--- config.mk ---
export PLATFORM = sky130hd
export DESIGN_NAME = unique_list_serializer_flat
export DESIGN_NICKNAME = d
export VERILOG_FILES = /design/src/rtl/sort_pkg.sv /design/src/rtl/unique_list_serializer_if.sv /design/src/rtl/unique_list_serializer.sv /design/src/flat_wrapper.sv
export SDC_FILE = /design/constraint.sdc
export NUM_CORES = 1
export LEC_CHECK = 0
export CORE_MARGIN = 1
export CORE_UTILIZATION = 44
export DETAILED_ROUTE_END_ITERATION = 10
export HOLD_SLACK_MARGIN = 0.15
export PLACE_DENSITY = 0.88
export SLEW_MARGIN = 25
export SYNTH_ARGS = -nofsm -noshare
export SYNTH_HDL_FRONTEND = slang
export SYNTH_SLANG_ARGS = --single-unit
--- constraint.sdc ---
create_clock -name clk -period 2.4 [get_ports clk]
set_clock_uncertainty 0.2 [all_clocks]
set_input_delay 0.36 -clock clk [delete_from_list [all_inputs] [get_ports clk]]
set_output_delay 0.36 -clock clk [all_outputs]
set_load 0.005 [all_outputs]
--- src/rtl/sort_pkg.sv ---
// Constants and state encoding shared between the sort/dedup stage and the
// unique-list serializer.
package sort_pkg;

  localparam int WIDTH = 8;
  localparam int DEPTH = 9;
  localparam int CW    = $clog2(DEPTH + 1);

  typedef enum logic {
    IDLE = 1'b0,
    SEND = 1'b1
  } state_t;

endpackage

--- src/rtl/unique_list_serializer_if.sv ---
// List-load port plus valid/ready element stream of the unique-list serializer.
// The slave modport is the serializer; the master modport is its environment.
interface unique_list_serializer_if
  import sort_pkg::*;
();

  logic                   load_valid;
  logic                   load_ready;
  logic [DEPTH*WIDTH-1:0] in_data;
  logic [CW-1:0]          in_count;

  logic                   out_valid;
  logic                   out_ready;
  logic [WIDTH-1:0]       out_data;
  logic [CW-1:0]          out_index;
  logic                   out_last;

  modport slave (
    input  load_valid, in_data, in_count, out_ready,
    output load_ready, out_valid, out_data, out_index, out_last
  );

  modport master (
    output load_valid, in_data, in_count, out_ready,
    input  load_ready, out_valid, out_data, out_index, out_last
  );

endinterface

--- src/rtl/unique_list_serializer.sv ---
// Captures a sorted, de-duplicated list into a snapshot and streams it out one
// element per beat; loads arriving mid-transfer are dropped and flagged.
module unique_list_serializer
  import sort_pkg::*;
(
  input  logic                     clk,
  input  logic                     rst,
  unique_list_serializer_if.slave  bus,
  output logic                     busy,
  output logic                     empty_pulse,
  output logic                     drop_pulse
);

  state_t           state_q, state_n;
  logic [WIDTH-1:0] snap_q [DEPTH];
  logic [CW-1:0]    count_q;
  logic [CW-1:0]    idx_q;
  logic [CW-1:0]    eff_count;
  logic             accept;
  logic             last_beat;

  // Oversized counts saturate at DEPTH rather than wrapping.
  assign eff_count = (bus.in_count > CW'(DEPTH)) ? CW'(DEPTH) : bus.in_count;
  assign accept    = bus.load_valid && (state_q == IDLE);
  assign last_beat = (state_q == SEND) && (idx_q == count_q - CW'(1));

  // NOTE: sequential state uses non-blocking assignments so every register
  // samples pre-edge values regardless of process ordering.
  always_ff @(posedge clk) begin
    if (rst) state_q <= IDLE;
    else     state_q <= state_n;
  end

  // NOTE: state_n takes its default before the case so no path leaves it
  // unassigned, which would otherwise infer a latch.
  always_comb begin
    state_n = state_q;
    case (state_q)
      IDLE: if (accept && (eff_count != '0)) state_n = SEND;
      SEND: if (bus.out_ready && last_beat)  state_n = IDLE;
      default: state_n = IDLE;
    endcase
  end

  always_comb begin
    bus.load_ready = (state_q == IDLE);
    bus.out_valid  = (state_q == SEND);
    busy           = (state_q == SEND);
    bus.out_index  = idx_q;
    bus.out_last   = last_beat;
    bus.out_data   = (state_q == SEND) ? snap_q[idx_q] : '0;
  end

  always_ff @(posedge clk) begin
    if (rst) begin
      // NOTE: the snapshot array is reset explicitly because its contents are
      // observable; a storage array that is never read before being written
      // would normally be left without reset.
      for (int k = 0; k < DEPTH; k++) snap_q[k] <= '0;
      count_q     <= '0;
      idx_q       <= '0;
      empty_pulse <= 1'b0;
      drop_pulse  <= 1'b0;
    end else begin
      empty_pulse <= accept && (eff_count == '0);
      drop_pulse  <= bus.load_valid && (state_q == SEND);
      if (accept && (eff_count != '0)) begin
        for (int k = 0; k < DEPTH; k++) snap_q[k] <= bus.in_data[k*WIDTH +: WIDTH];
        count_q <= eff_count;
        idx_q   <= '0;
      end else if ((state_q == SEND) && bus.out_ready) begin
        idx_q <= last_beat ? '0 : idx_q + CW'(1);
      end
    end
  end

endmodule

--- src/flat_wrapper.sv ---
// flat-port wrapper written by rule: the top's interface ports become plain ports
module unique_list_serializer_flat import sort_pkg::*;
  (clk, rst, busy, empty_pulse, drop_pulse, bus_load_valid, bus_in_data, bus_in_count, bus_out_ready, bus_load_ready, bus_out_valid, bus_out_data, bus_out_index, bus_out_last);
  unique_list_serializer_if bus_i ();
  input  logic clk;
  input  logic rst;
  output logic busy;
  output logic empty_pulse;
  output logic drop_pulse;
  input wire logic [$bits(bus_i.load_valid)-1:0] bus_load_valid;
  input wire logic [$bits(bus_i.in_data)-1:0] bus_in_data;
  input wire logic [$bits(bus_i.in_count)-1:0] bus_in_count;
  input wire logic [$bits(bus_i.out_ready)-1:0] bus_out_ready;
  output wire logic [$bits(bus_i.load_ready)-1:0] bus_load_ready;
  output wire logic [$bits(bus_i.out_valid)-1:0] bus_out_valid;
  output wire logic [$bits(bus_i.out_data)-1:0] bus_out_data;
  output wire logic [$bits(bus_i.out_index)-1:0] bus_out_index;
  output wire logic [$bits(bus_i.out_last)-1:0] bus_out_last;
  assign bus_i.load_valid = bus_load_valid;
  assign bus_i.in_data = bus_in_data;
  assign bus_i.in_count = bus_in_count;
  assign bus_i.out_ready = bus_out_ready;
  assign bus_load_ready = bus_i.load_ready;
  assign bus_out_valid = bus_i.out_valid;
  assign bus_out_data = bus_i.out_data;
  assign bus_out_index = bus_i.out_index;
  assign bus_out_last = bus_i.out_last;
  unique_list_serializer u_core (.clk(clk), .rst(rst), .bus(bus_i), .busy(busy), .empty_pulse(empty_pulse), .drop_pulse(drop_pulse));
endmodule
==> run metrics <==
Setup CP Type=reg2out; Power Total=3.38 mW; violated checks=setup timing; std cell rows=33; maximum vdd drop=0.374 mV; Synth Register Bits=87; nature of the critical path endpoint=output port; port bufs=a little under 100; I/O Pins=98; Final Hold Fails=0; WL final=between 7000 and 8000 um; HPWL after detailed placement=~5800 um; all-layer global routing usage=18.8%; Worst Path Max Fanout=8; Reg power frac=53.4%; global-route wire length before repair=12300 um; DR iter-0 viols=103; status=finished, violations left; Worst-path clk slew=roughly 0.08 ns; FMAX=between 400 and 500 MHz; worst hold path class=reg2reg; DIE HEIGHT=95.7 um; max_cap viols=0; grt ovf=0; CP max stage delay=0.48 ns; vias in the first global route=~2500; Crit Reg-Reg Startpoint=u_core.bus.out_valid; worst min-delay path startpoint=u_core.count_q[1]; Data required, critical path=between 1.5 and 2 ns; Routability Congestion=0.748; Synth Flop Type=edfxtp_1; Place WS=-0.0974 ns; slew at the pin with the worst max-slew slack=0.522 ns; Int Pwr=2.68 mW; Net Switching=699 uW; Starting Density=46.3%; fin util=63.5%; Area growth syn-to-layout=37.0%; largest area contributor in the netlist=edfxtp_1; Final Slew Violations=0; initial antenna violation count=0; final worst setup slack=-0.0312 ns; ANT cells=0; clk sinks=87; Worst EP arrival=1.87 ns; H-tree Lvls=3; synthesized net count=between 300 and 400; clock share of power=33.5%; Routed WL per cell=approximately 16 um; Die Span X=around 96 um; layout cells sized above 1=between 15 and 20%; switching share of power=20.7%; Via Count=about 2500; maximum root-to-sink buffer count=2; syn_area_per_cell=around 14 um^2; crit path time final=around 2.4 ns; cells after synthesis=approximately 270; PD cells=around 640 nW/um^2; ANT nets after route=0; crit path cell chain=buf_12, buf_4, mux4_2, mux2i_1, a21oi_1, buf_2; Synth area leaders=edfxtp_1 56%, and2_1 12%, mux4_2 9.3%; number of synthesized flops with an enable pin=72; # fillers=621; slowest cell on the critical path=mux4_2; Die Area=about 9200 um^2; fin nets=459; TritonRoute pass-1 iters=4; CTS Buf Count=9; CTS tree=done; vias per cell=5.09; Final Cycle Share=101%; Skew-Pair Late Insertion Delay=0.34 ns; Comb power frac=13.0%; RSZ-0062 raised after global routing=yes; final setup vio count=2; largest net degree at the start of global routing=40; register area share after synthesis=63.7%; Leak=1.98 nW; Slew headroom=between 60% and 70%; DRC=0; Post-Syn Area=3860 um^2; clock root cell=clkbuf_8; crit start category=flop; Commonest cells post-synth=72 x and2_1, 72 x edfxtp_1, 16 x mux4_2; top-area cell type share of the netlist area=55.9%; Synth async-reset ratio=0%; core area=8340 um^2; YS warnings=0; Cell variety after synth=38
[routing by layer]
layer | GRT usage [%] | vias to the layer above | wire, um
met5 | 0 | - | 0
met4 | 8.08 | 0 | 185
met3 | 4.42 | 13 | 485
met2 | 32.0 | 88 | 4120
met1 | 22.8 | 1175 | 3010
li1 | - | 1202 | -
[cell usage in the layout (no fill, tap or decap), types with 4 or more instances in the layout]
cell type / n
clkbuf_8: 11
o21ai_0: 9
a21oi_1: 13
and2_1: 72
nand2_1: 4
inv_1: 5
buf_12: 5
buf_2: 6
edfxtp_1: 72
mux2i_1: 8
clkdlybuf4s50_1: 88
buf_4: 14
dfxtp_1: 12
mux4_2: 16
[worst max-delay path, delay by kind of cell, from the launching register on]
kind	cells	cell delay [ns]
multiplexers	2	0.67
buffers and inverters	3	0.39
AO/OA/AOI/OAI	1	0.08
flip-flops	1	0.38
[through the flow]
step	hold WS, ns	std cells	setup TNS (ns)	area (um^2)
floorplan	0.229	267	0	3870
global placement	0.297	467	-0.191	5040
detailed placement	0.308	467	-3.87	5040
CTS	0.296	486	-0.317	5300
global route	0.326	487	-0.331	5300
finish	0.295	487	-0.0521	5300
[worst paths after layout]
| check | to | slack, ns | cells after the start |
|---|---|---|---|
| setup reg to reg | u_core.snap_q[4][2] | 0.46 | 5 |
| setup / recovery | bus_out_data[3] | -0.03 | 6 |
| hold reg to reg | u_core.count_q[1] | 0.29 | 1 |
| hold / removal | u_core.count_q[1] | 0.29 | 1 |
[registers in the layout, summed over array words and instances, names as in the netlist, named ones only]
| register | flops |
|---|---|
| u_core.bus.out_index | 4 |
| u_core.bus.out_valid | 1 |
| u_core.count_q | 4 |
| u_core.drop_pulse | 1 |
| u_core.empty_pulse | 1 |
| u_core.snap_q | 72 |
[timing repair]
action	4_1_cts	5_1_grt
pin swaps	2	3
hold buffers	0	0
resized for setup	38	5
setup buffers	3	1
setup endpoints to repair	9	6
cloned	0	0
hold endpoints to repair	0	0
[final cells by class]
type | instances | area [um^2] | area share (%)
Clock inverter | 3 | 65.1 | 1.23
Sequential cell | 87 | 2470 | 46.6
Multi-Input combinational cell | 156 | 1300 | 24.6
Inverter | 6 | 25.0 | 0.473
Tap cell | 105 | 131 | 2.48
Timing Repair Buffer | 117 | 1150 | 21.6
Clock buffer | 13 | 159 | 3.00
[power groups by stage]
stage          registers [mW]  logic (mW)  clock network [mW]
4_1_cts                  1.81       0.448                1.15
2_1_floorplan            1.82       0.207                   0
3_5_place_dp             1.84       0.442                   0
5_1_grt                  1.82       0.480                1.20
6_report                 1.81       0.440                1.13
3_3_place_gp             1.83       0.430                   0
[kinds of logic (layout without fill, tap and decap cells)]
family	after synthesis	after routing	synth area share (%)
AND/OR/NAND/NOR	92	92	14.6
flip-flops	87	87	63.7
AO/OA/AOI/OAI	33	33	5.37
multiplexers	24	24	11.4
buffers and inverters	24	139	2.75
XOR/XNOR	5	5	1.49
adder cells (fa/ha/maj)	2	2	0.647
No activity file was read; power rests on OpenSTA's default activity.
